$ cat src/rtl/pe_depacketizer_if.sv
// Packet-in / entry-out handshake bundle between the NoC side and the PE split stage.
// The master side drives packets and downstream ready; the depacketizer is the slave.
interface pe_depacketizer_if #(
    parameter int FILTER_WIDTH = 8,
    parameter int ADDR_WIDTH   = 4
);
    localparam int PKT_WIDTH = ADDR_WIDTH + 1 + 3 * FILTER_WIDTH;

    logic [PKT_WIDTH-1:0]      pkt_in;
    logic                      in_valid;
    logic                      in_ready;
    logic [3*FILTER_WIDTH-1:0] data_out;
    logic                      ifmapb_filter_out;
    logic [1:0]                filter_row_out;
    logic                      out_valid;
    logic                      out_ready;

    modport master (
        output pkt_in, in_valid, out_ready,
        input  in_ready, data_out, ifmapb_filter_out, filter_row_out, out_valid
    );

    modport slave (
        input  pkt_in, in_valid, out_ready,
        output in_ready, data_out, ifmapb_filter_out, filter_row_out, out_valid
    );
endinterface

$ cat src/rtl/pe_depacketizer.sv
// Destination check, packet-type decode and filter-row tagging for one PE, with a
// 2-entry output FIFO whose head is copied into registered outputs.
module pe_depacketizer #(
    parameter int FILTER_WIDTH = 8,
    parameter int ADDR_WIDTH   = 4,
    parameter int PE_ADDR      = 0,
    parameter int PKT_WIDTH    = ADDR_WIDTH + 1 + 3 * FILTER_WIDTH
) (
    input  logic                  clk,
    input  logic                  rst,
    pe_depacketizer_if.slave      bus,
    output logic                  filter_done,
    output logic [7:0]            drop_cnt
);
    localparam int PAY_W = 3 * FILTER_WIDTH;
    localparam int ENT_W = PAY_W + 3;
    localparam logic [PAY_W-1:0]      IFMAP_MASK = PAY_W'(9'h1FF);
    localparam logic [ADDR_WIDTH-1:0] MY_ADDR    = ADDR_WIDTH'(PE_ADDR);

    function automatic logic [7:0] sat_inc(input logic [7:0] v);
        return (v == 8'hFF) ? v : v + 8'd1;
    endfunction

    logic [ADDR_WIDTH-1:0] dst;
    logic                  pkt_type;
    logic [PAY_W-1:0]      payload;

    logic [ENT_W-1:0] mem [2];
    logic             rd_ptr, wr_ptr, rd_nxt;
    logic [1:0]       count, count_nxt;
    logic [1:0]       row_cnt;

    logic             accept, addr_hit, push, pop;
    logic [ENT_W-1:0] entry, head_nxt;

    assign dst      = bus.pkt_in[PKT_WIDTH-1 -: ADDR_WIDTH];
    assign pkt_type = bus.pkt_in[PAY_W];
    assign payload  = bus.pkt_in[PAY_W-1:0];

    // A pop in the same cycle frees a slot, so a full FIFO can still take a packet.
    assign bus.in_ready = !rst && ((count < 2'd2) || (bus.out_valid && bus.out_ready));

    assign accept   = bus.in_valid && bus.in_ready;
    assign addr_hit = (dst == MY_ADDR);
    assign push     = accept && addr_hit;
    assign pop      = bus.out_valid && bus.out_ready && !rst;

    always_comb begin
        if (pkt_type) begin
            entry = {payload, 1'b1, row_cnt};
        end else begin
            entry = {payload & IFMAP_MASK, 1'b0, 2'd0};
        end
    end

    // Next head: the incoming entry bypasses storage when it lands at the new read slot.
    always_comb begin
        rd_nxt    = pop ? ~rd_ptr : rd_ptr;
        count_nxt = count + 2'(push) - 2'(pop);
        if (push && (wr_ptr == rd_nxt)) begin
            head_nxt = entry;
        end else begin
            head_nxt = mem[rd_nxt];
        end
    end

    always_ff @(posedge clk) begin
        if (push) begin
            mem[wr_ptr] <= entry;
        end
    end

    always_ff @(posedge clk) begin
        if (rst) begin
            rd_ptr                <= 1'b0;
            wr_ptr                <= 1'b0;
            count                 <= 2'd0;
            row_cnt               <= 2'd0;
            filter_done           <= 1'b0;
            drop_cnt              <= 8'd0;
            bus.out_valid         <= 1'b0;
            bus.data_out          <= '0;
            bus.ifmapb_filter_out <= 1'b0;
            bus.filter_row_out    <= 2'd0;
        end else begin
            rd_ptr        <= rd_nxt;
            wr_ptr        <= push ? ~wr_ptr : wr_ptr;
            count         <= count_nxt;
            bus.out_valid <= (count_nxt != 2'd0);
            if (count_nxt != 2'd0) begin
                {bus.data_out, bus.ifmapb_filter_out, bus.filter_row_out} <= head_nxt;
            end

            filter_done <= push && pkt_type && (row_cnt == 2'd2);
            if (push && pkt_type) begin
                row_cnt <= (row_cnt == 2'd2) ? 2'd0 : row_cnt + 2'd1;
            end

            if (accept && !addr_hit) begin
                drop_cnt <= sat_inc(drop_cnt);
            end
        end
    end

    a_no_overflow : assert property (@(posedge clk) disable iff (rst)
        !(push && !pop && (count == 2'd2)));
    a_no_underflow : assert property (@(posedge clk) disable iff (rst)
        pop |-> (count != 2'd0));
    a_count_range : assert property (@(posedge clk) disable iff (rst)
        count <= 2'd2);
endmodule

$ cat src/flat_wrapper.sv
// flat-port wrapper written by rule: the top's interface ports become plain ports
module pe_depacketizer_flat 
#(
    parameter int FILTER_WIDTH = 8,
    parameter int ADDR_WIDTH   = 4,
    parameter int PE_ADDR      = 0,
    parameter int PKT_WIDTH    = ADDR_WIDTH + 1 + 3 * FILTER_WIDTH
)
  (clk, rst, filter_done, drop_cnt, bus_pkt_in, bus_in_valid, bus_out_ready, bus_in_ready, bus_data_out, bus_ifmapb_filter_out, bus_filter_row_out, bus_out_valid);
  pe_depacketizer_if #(.FILTER_WIDTH(FILTER_WIDTH), .ADDR_WIDTH(ADDR_WIDTH)) bus_i ();
  input  logic clk;
  input  logic rst;
  output logic filter_done;
  output logic [7:0] drop_cnt;
  input wire logic [$bits(bus_i.pkt_in)-1:0] bus_pkt_in;
  input wire logic [$bits(bus_i.in_valid)-1:0] bus_in_valid;
  input wire logic [$bits(bus_i.out_ready)-1:0] bus_out_ready;
  output wire logic [$bits(bus_i.in_ready)-1:0] bus_in_ready;
  output wire logic [$bits(bus_i.data_out)-1:0] bus_data_out;
  output wire logic [$bits(bus_i.ifmapb_filter_out)-1:0] bus_ifmapb_filter_out;
  output wire logic [$bits(bus_i.filter_row_out)-1:0] bus_filter_row_out;
  output wire logic [$bits(bus_i.out_valid)-1:0] bus_out_valid;
  assign bus_i.pkt_in = bus_pkt_in;
  assign bus_i.in_valid = bus_in_valid;
  assign bus_i.out_ready = bus_out_ready;
  assign bus_in_ready = bus_i.in_ready;
  assign bus_data_out = bus_i.data_out;
  assign bus_ifmapb_filter_out = bus_i.ifmapb_filter_out;
  assign bus_filter_row_out = bus_i.filter_row_out;
  assign bus_out_valid = bus_i.out_valid;
  pe_depacketizer #(.FILTER_WIDTH(FILTER_WIDTH), .ADDR_WIDTH(ADDR_WIDTH), .PE_ADDR(PE_ADDR), .PKT_WIDTH(PKT_WIDTH)) u_core (.clk(clk), .rst(rst), .bus(bus_i), .filter_done(filter_done), .drop_cnt(drop_cnt));
endmodule
$ cat config.mk
export PLATFORM = sky130hd
export DESIGN_NAME = pe_depacketizer_flat
export DESIGN_NICKNAME = d
export VERILOG_FILES = /design/src/rtl/pe_depacketizer_if.sv /design/src/rtl/pe_depacketizer.sv /design/src/flat_wrapper.sv
export SDC_FILE = /design/constraint.sdc
export NUM_CORES = 1
export LEC_CHECK = 0
export ABC_AREA = 1
export CORE_ASPECT_RATIO = 0.5
export CORE_MARGIN = 4
export CORE_UTILIZATION = 55
export CTS_BUF_LIST = sky130_fd_sc_hd__clkbuf_4 sky130_fd_sc_hd__clkbuf_8
export DETAILED_ROUTE_END_ITERATION = 8
export DONT_BUFFER_PORTS = 1
export PLACE_DENSITY_LB_ADDON = 0.3
export SLEW_MARGIN = 20
export SYNTH_ARGS = -nofsm -noshare
export SYNTH_HDL_FRONTEND = slang
export SYNTH_SLANG_ARGS = --single-unit
$ cat constraint.sdc
create_clock -name clk -period 3.73 [get_ports clk]
set_input_delay 0.746 -clock clk [delete_from_list [all_inputs] [get_ports clk]]
set_output_delay 0.746 -clock clk [all_outputs]
set_load 0.05 [all_outputs]
* Word-level counts from Yosys, hierarchy flattened
Memories as Yosys holds them, arrays and structs flattened. A register that Yosys moved wholly into a read port is not among the register bits. Cells that the tools add are included.
Word-level totals: flip-flop bits (word level) 16, bits in writable memories 54, input bits 33, output and inout bits 38, logic and storage cells 37, memories 1
Memories:
- u_core.mem | words 2, width 27, read ports 1, clocked after Yosys merged registers in 1, write ports 1, line pe_depacketizer.sv:28 | logic [ENT_W-1:0] mem [2];
Cells by class: $add $sub $neg 4, order comparisons 1, eq/ne operators 2, mux-type cells 5, bitwise operators 3, reductions and logical operators 14
Operators by type and width (count):
- $mux W27 | 1
- $add A8 B1 Y8 const B | 1
- $eq A8 B8 Y1 const B | 1
- $logic_and A1 B1 Y1 | 8
- $logic_not A4 Y1 | 1
- $mux W1 | 3
- $not A1 Y1 | 3
- $add A2 B1 Y2 | 1
- $add A2 B1 Y2 const B | 1
- $eq A2 B2 Y1 const B | 1
- $logic_not A1 Y1 | 2
- $lt A2 B2 Y1 const B | 1
- $mux W2 | 1
- $reduce_and A2 Y1 | 1
- $reduce_bool A2 Y1 | 1
- $sub A2 B1 Y2 | 1
- $logic_or A1 B1 Y1 | 1

* Longest topological paths before layout
Gate-level depths: netlist (run 1).
depth in word-level cells 8, gate-level depth with buffers 12, mapped depth without buffers 11

* Least setup slack after synthesis (run 1)
Ideal clock, no wire load.
path type input port to flip-flop, from in bus_pkt_in[28], to mem u_core.mem[1][0] in the netlist's numbering, enable pin, library setup time 0.412 ns, data arrival time 2.427 ns, data required time 3.318 ns, path slack 0.891 ns, stages on the path 5, buffers on the path 0, path through nor2_1 > nand2_1 > nor2_8 > inv_2 > nor2_1
On the way: cells in the longest elaborated chain, start to end 4
RTL lines:
- start: declaration | line flat_wrapper.sv:15 | input wire logic [$bits(bus_i.pkt_in)-1:0] bus_pkt_in;
- $logic_not A4 Y1 | line pe_depacketizer.sv:44 | assign addr_hit = (dst == MY_ADDR);
- $logic_and A1 B1 Y1 | line pe_depacketizer.sv:45 | assign push = accept && addr_hit;
- $mux W1 | line pe_depacketizer.sv:68 | if (push) begin
- $mux W1 (implied by the code) | line pe_depacketizer.sv:69 | mem[wr_ptr] <= entry;
- end: declaration | line pe_depacketizer.sv:28
No other way between the ends.

* Final worst setup path (run 1)
from reg u_core.bus.out_valid, to reg u_core.bus.filter_row_out[0] (read register of u_core.mem)
On the way: cells in the longest elaborated chain, start to end 8, elaborated cells on any way between the ends 10, classes of those cells 2 x add/sub; 1 x mux; 7 x reduce/logical
RTL lines:
- start: declaration | line pe_depacketizer_if.sv:25 | output in_ready, data_out, ifmapb_filter_out, filter_row_out, out_valid
- start signal: assignment | line pe_depacketizer.sv:89 | bus.out_valid <= (count_nxt != 2'd0);
- $logic_and A1 B1 Y1 (*) | line pe_depacketizer.sv:41, pe_depacketizer.sv:46
- $logic_or A1 B1 Y1 | line pe_depacketizer.sv:41 | assign bus.in_ready = !rst && ((count < 2'd2) || (bus.out_valid && bus.out_ready));
- $logic_and A1 B1 Y1 | line pe_depacketizer.sv:41
- $logic_and A1 B1 Y1 | line pe_depacketizer.sv:43 | assign accept = bus.in_valid && bus.in_ready;
- $logic_and A1 B1 Y1 | line pe_depacketizer.sv:45
- $add A2 B1 Y2 | line pe_depacketizer.sv:59 | count_nxt = count + 2'(push) - 2'(pop);
- $sub A2 B1 Y2 | line pe_depacketizer.sv:59
- $reduce_bool A2 Y1 | line pe_depacketizer.sv:90 | if (count_nxt != 2'd0) begin
- end: declaration | line pe_depacketizer_if.sv:25
Mark *: on every way between the ends. The rest lies on a longest branch, timed or not. A chain may end at the register's enable or synchronous reset.

==> results.sh, run 1 <==
export IMPL_fin_skew_ns=0.0106
export IMPL_dr_pass1_iters=7
export IMPL_arrival_ns=3.04
export IMPL_syn_to_final_growth_pct=5.13
export IMPL_critPathKind="flip-flop to flip-flop"
export IMPL_relSlewSlack_pct=51.8
export IMPL_rows=22
export IMPL_use_met2_pct=30.4
export IMPL_p_per_area_mw_per_mm2=437
export IMPL_fp_dieArea_mm2=0.00976
export IMPL_vias_per_cell=5.01
export IMPL_muxShareOfSynthArea_pct=0
export IMPL_required_ns=4.01
export IMPL_clockRootBuffer="clkbuf_8"
export IMPL_power_leakage_nw=2.21
export IMPL_grt_util_met3_pct=10.4
export IMPL_worst_pin_slew_ns=0.722
export IMPL_core_area_mm2=0.00762
export IMPL_layout_nets=587
export IMPL_drive_gt1_share_pct=6.46
export IMPL_synth_seq_cells=97
export IMPL_peakVddDrop_mv=0.178
export IMPL_cts_buffer_depth=2
export IMPL_synthSimpleGateAreaFrac_pct=33.3
export IMPL_cts_tree="built"
export IMPL_grt_max_degree=29
export IMPL_clk_pin_slew_worst_paths_ns=0.09
export IMPL_met1_usage_pct=27.9
export IMPL_slowest_stage="dfxtp_1"
export IMPL_drtIter0Drc=247
export IMPL_dpl_hpwl_mm=6.19
export IMPL_maxCapViolations=0
export IMPL_min_path_type="input port to flip-flop"
export IMPL_tns_ns=0
export IMPL_worstSetupStartpointType="flip-flop"
export IMPL_drtAntennaViolNets=0
export IMPL_numCtsBuffers=9
export IMPL_r2r_start="u_core.bus.out_valid"
export IMPL_grt_antenna_before_repair=0
export IMPL_final_max_slew_viol_count=0
export IMPL_ioPinCount=71
export IMPL_drc_errors=0
export IMPL_end_kind="flip-flop"
export IMPL_most_common_layout_cells="nand2_1 (209), nor2_1 (67), nand3_1 (60), inv_1 (58), edfxtp_1 (54)"
export IMPL_grt_pass1_wl_mm=15.7
export IMPL_ctsResizeCount=0
export IMPL_slowest_delay_ns=0.74
export IMPL_path_cells="nand3_1 -> nand2_1 -> nand2_1 -> nand2_1 -> nand3_2 -> nand2_1 -> nand2_1 -> nor2_1 -> nor2_1"
export IMPL_post_route_period_util_pct=74.1
export IMPL_syn_num_nets=596
export IMPL_crit_family="simple AND/OR/NAND/NOR gates"
export IMPL_portBuffers=0
export IMPL_yosysWarnings=0
export IMPL_max_freq_ghz=0.362
export IMPL_antennaDiodeCount=0
export IMPL_avgSynthCellArea_um2=8.00
export IMPL_critPathBufInv=0
export IMPL_cts_num_sinks=97
export IMPL_place_congestion=0.834
export IMPL_synth_compound_area_share_pct=1.34
export IMPL_critPathMaxFanout=27
export IMPL_final_util_pct=61.9
export IMPL_die_h_um=71.9
export IMPL_initial_core_util_pct=58.9
export IMPL_startpoint="u_core.bus.out_valid"
export IMPL_grt_busiest_layer="met2"
export IMPL_synth_fa_ha_area_share_pct=0.558
export IMPL_htreeDepth=3
export IMPL_die_w_um=136
export IMPL_outcome="complete, no violations"
export IMPL_grt_pass1_vias=3117
export IMPL_path_common_cell="nand2_1"
export IMPL_rsz0062_at_grt="no"
export IMPL_hold_start="rst"
export IMPL_ys_types=22
export IMPL_synthCells=561
export IMPL_pwr_share_seq_pct=60.9
export IMPL_overflow=0
export IMPL_synth_xor_area_share_pct=1.17
export IMPL_routed_wl_mm=9.61
export IMPL_hold_violations=0
export IMPL_comb_power_share_pct=6.4
export IMPL_setup_violations=0
export IMPL_vias=3334
export IMPL_clockPowerShare_pct=32.7
export IMPL_synth_top_family_by_area="simple AND/OR/NAND/NOR gates"
export IMPL_detail_route_wl_per_cell_um=14.4
export IMPL_p_sw_share_pct=26.9
export IMPL_final_common_cell="nand2_1"
export IMPL_syn_area_mm2=0.00449
export IMPL_switchingPower_uw=555
export IMPL_intPower_mw=1.51
export IMPL_seq_area_frac_synth_pct=55.3
export IMPL_gr_usage_all_layers_pct=21.0
export IMPL_holdWs_ns=0.437
export IMPL_ctsHoldBuffers=0
export IMPL_cts_setup_buffers=0
export IMPL_clk_latency_ns=0.37
export IMPL_period_minus_slack_ns=2.76
[layout make-up]
cell class / count / area [um^2]
timing repair buffer: 6 / 45.0
tap: 108 / 135
inverter: 61 / 229
fill: 700 / 2910
sequential: 97 / 2480
clock buffer: 10 / 131
clock inverter: 6 / 58.8
multi-input combinational: 377 / 1640
[synth_stat cells]
| master | instances | area, um^2 |
|---|---|---|
| inv_2 | 3 | 11.3 |
| nand2_2 | 6 | 37.5 |
| buf_6 | 2 | 22.5 |
| nor2_1 | 69 | 259 |
| nand3_2 | 2 | 20.0 |
| nand4_1 | 4 | 25.0 |
| nor3_1 | 4 | 20.0 |
| nand2_1 | 209 | 785 |
| buf_4 | 5 | 37.5 |
| nor2_8 | 2 | 40.0 |
| nand3_1 | 60 | 300 |
| a21oi_1 | 9 | 45.0 |
| ha_1 | 2 | 25.0 |
| edfxtp_1 | 54 | 1620 |
| inv_1 | 58 | 218 |
| xor2_1 | 4 | 35.0 |
| nor3b_1 | 1 | 7.51 |
| buf_2 | 11 | 55.1 |
| o21ai_0 | 3 | 15.0 |
| dfxtp_1 | 43 | 861 |
| xnor2_1 | 2 | 17.5 |
| clkbuf_1 | 8 | 30.0 |
[through the flow]
stage / total power [mW] / worst slack (ns) / cell area, um^2 / std cells
finish: 2.06 / 0.966 / 4720 / 665
global route: 2.15 / 0.646 / 4720 / 665
CTS: 2.07 / 0.927 / 4720 / 665
detailed placement: 1.41 / 0.781 / 4530 / 649
global placement: 1.41 / 0.801 / 4530 / 649
floorplan: 1.39 / 0.891 / 4490 / 561
[registers in the layout, summed over array words and instances, names as in the netlist]
name,cells
u_core.row_cnt,2
u_core.bus.ifmapb_filter_out,1
u_core.wr_ptr,1
u_core.drop_cnt,8
u_core.bus.data_out,24
u_core.bus.out_valid,1
u_core.mem,54
u_core.rd_ptr,1
u_core.bus.filter_row_out,2
u_core.filter_done,1
u_core.count,2
[metal layers]
| layer | up-vias | share of wire [%] |
|---|---|---|
| met2 | 92 | 42 |
| li1 | 1730 | - |
| met1 | 1503 | 46 |
| met4 | 0 | 1.1 |
| met3 | 9 | 11 |
| met5 | - | 0 |
[cells by family (layout without fill, tap and decap cells)]
group | Yosys count | after routing
flip-flops | 97 | 97
AND/OR/NAND/NOR | 357 | 357
XOR/XNOR | 6 | 6
adder cells (fa/ha/maj) | 2 | 2
buffers and inverters | 87 | 83
AO/OA/AOI/OAI | 12 | 12
[power by group through the flow]
stage                     sequential [mW]  combinational [mW]  clock, mW
after floorplan                      1.27               0.117          0
after global placement               1.28               0.129          0
after detailed placement             1.28               0.131          0
after CTS                            1.26               0.132      0.683
after global routing                 1.26               0.157      0.730
final                                1.26               0.133      0.674
[final timing paths]
check | end | slack, ns | depth (start not counted)
setup / recovery | u_core.bus.filter_row_out[0] | 0.97 | 9
hold / removal | u_core.rd_ptr | 0.44 | 1
setup reg to reg | u_core.bus.filter_row_out[0] | 0.97 | 9
hold reg to reg | u_core.row_cnt[1] | 0.48 | 2
Power figures use the tool's default switching activity.
==> run 2, diff against run 1 <==
==> constraint.sdc (replaced) <==
create_clock -name clk -period 2.4 [get_ports clk]
set_input_delay 0.48 -clock clk [delete_from_list [all_inputs] [get_ports clk]]
set_output_delay 0.48 -clock clk [all_outputs]
set_load 0.05 [all_outputs]
==> run 2 against run 1 <==
  * First-iteration DRC count up 22%
  * Sequential share of layout area fell by 1.4 points
  * Non-clock buffer count is 12 higher
  * Combinational power grew 74%
  * Final cell count is 1.8% higher
  * Clock power rose by 69%
  * Maximum frequency is 35% higher
  * Global-route usage rose by 0.42 points
  * Sequential power is 54% higher
  * Clock skew shrank 0.0026 ns
  * Utilization up 1.7 points
  * Largest power group unchanged
==> results.sh, run 2 (synthesis gave the netlist of run 1 again) <==
export IMPL_outcome="complete, no violations"
export IMPL_overflow=0
export IMPL_clk_latency_ns=0.36
export IMPL_clk_pin_slew_worst_paths_ns=0.09
export IMPL_vias=3440
export IMPL_cts_setup_buffers=0
export IMPL_top_register="u_core.mem"
export IMPL_most_common_layout_cells="nand2_1 (209), nor2_1 (67), nand3_1 (60), inv_1 (58), edfxtp_1 (54)"
export IMPL_hold_violations=0
export IMPL_min_path_type="input port to flip-flop"
export IMPL_place_congestion=0.808
export IMPL_ioPinCount=71
export IMPL_cts_tree="built"
export IMPL_drtAntennaViolNets=0
export IMPL_gr_usage_all_layers_pct=21.4
export IMPL_fin_skew_ns=0.00805
export IMPL_final_common_cell="nand2_1"
export IMPL_p_per_area_mw_per_mm2=682
export IMPL_reg_largest_list="u_core.mem x54, u_core.bus.data_out x24, u_core.drop_cnt x8"
export IMPL_slowest_delay_ns=0.42
export IMPL_path_common_cell="nand2_1"
export IMPL_grt_pass1_vias=3167
export IMPL_initial_core_util_pct=58.9
export IMPL_slowest_stage="dfxtp_1"
export IMPL_antennaDiodeCount=0
export IMPL_drc_errors=0
export IMPL_critPathMaxFanout=28
export IMPL_final_max_slew_viol_count=0
export IMPL_worst_pin_slew_ns=0.646
export IMPL_layout_nets=599
export IMPL_startpoint="u_core.bus.out_valid"
export IMPL_grt_antenna_before_repair=0
export IMPL_peakVddDrop_mv=0.304
export IMPL_drive_gt1_share_pct=8.26
export IMPL_grt_max_degree=29
export IMPL_end_kind="flip-flop"
export IMPL_die_h_um=71.9
export IMPL_setup_violations=0
export IMPL_totalPowerFinal_mw=3.31
export IMPL_path_cells="nand2_1 -> nand2_1 -> nand3_2 -> nor2_8 -> inv_2 -> nand2_1 -> nand2_2 -> nand3_1 -> nand2_1 -> nor2_1"
export IMPL_clockRootBuffer="clkbuf_8"
export IMPL_tns_ns=0
export IMPL_cts_buffer_depth=2
export IMPL_relSlewSlack_pct=56.8
export IMPL_post_route_period_util_pct=85.1
export IMPL_numCtsBuffers=9
export IMPL_die_w_um=136
export IMPL_core_area_mm2=0.00762
export IMPL_power_leakage_nw=2.29
export IMPL_syn_to_final_growth_pct=8.06
export IMPL_r2r_start="u_core.bus.out_valid"
export IMPL_required_ns=2.69
export IMPL_hold_start="rst"
export IMPL_critPathBufInv=1
export IMPL_portBuffers=0
export IMPL_arrival_ns=2.33
export IMPL_max_freq_ghz=0.490
export IMPL_fp_dieArea_mm2=0.00976
export IMPL_crit_family="simple AND/OR/NAND/NOR gates"
export IMPL_dpl_instance_area_mm2=0.00463
export IMPL_vias_per_cell=5.08
export IMPL_dr_pass1_iters=5
export IMPL_rows=22
export IMPL_period_minus_slack_ns=2.04
export IMPL_routed_wl_mm=9.80
export IMPL_grt_pass1_wl_mm=16.0
export IMPL_drtIter0Drc=301
export IMPL_detail_route_wl_per_cell_um=14.5
export IMPL_worstSetupStartpointType="flip-flop"
export IMPL_htreeDepth=3
export IMPL_maxCapViolations=0
export IMPL_ctsResizeCount=0
export IMPL_cts_num_sinks=97
export IMPL_dpl_hpwl_mm=6.29
export IMPL_fin_area_mm2=0.00485
export IMPL_critPathKind="flip-flop to flip-flop"
export IMPL_largest_reg_flops=54
export IMPL_rsz0062_at_grt="no"
export IMPL_ctsHoldBuffers=0
==> run 2: cell types whose count changed in the layout (fill, tap and decap cells not counted) <==
cell,previous run,this run
buf_12,0,1
buf_4,6,17
bufinv_16,1,2
clkbuf_4,1,0
clkbuf_8,9,10
clkinv_1,1,2
clkinv_2,2,1
clkinv_4,0,1
clkinvlp_4,2,0
==> run 2: path summary, 6_finish.rpt <==
kind | cells after the start | slack [ns] | to
max | 10 | 0.36 | u_core.bus.data_out[8]
min | 1 | 0.18 | u_core.rd_ptr
max reg2reg | 10 | 0.36 | u_core.bus.data_out[8]
min reg2reg | 2 | 0.45 | u_core.row_cnt[1]
==> run 2: where the power goes <==
part           total (mW)  internal, mW  switching, mW
combinational       0.231        0.0728          0.158
clock                1.14         0.609          0.533
sequential           1.94          1.79          0.146
==> run 2: final cells by class <==
cell class	count	area (um^2)
clock inverters	6	81.3
multi-input cells	377	1640
fillers	662	2780
well taps	108	135
repair buffers	18	148
clock buffers	10	138
flip-flops and latches	97	2480
inverters	61	229
==> run 2: metal layers <==
metal	vias up	part of all wire, %	global-route usage, %
li1	1758	-	-
met1	1562	45	28.7
met2	114	44	33.3
met3	6	10	7.22
met4	0	0.71	6.48
met5	-	0	0
==> run 2: through the flow <==
step / hold slack, ns / cells / util, % / setup slack [ns]
2_1_floorplan: 0.427 / 561 / - / 0.0647
6_report: 0.185 / 677 / 63.6 / 0.358
3_3_place_gp: 0.439 / 661 / 60.7 / 0.118
5_1_grt: 0.155 / 677 / 63.6 / 0.146
4_1_cts: 0.161 / 677 / 63.6 / 0.360
3_5_place_dp: 0.441 / 661 / 60.7 / 0.116
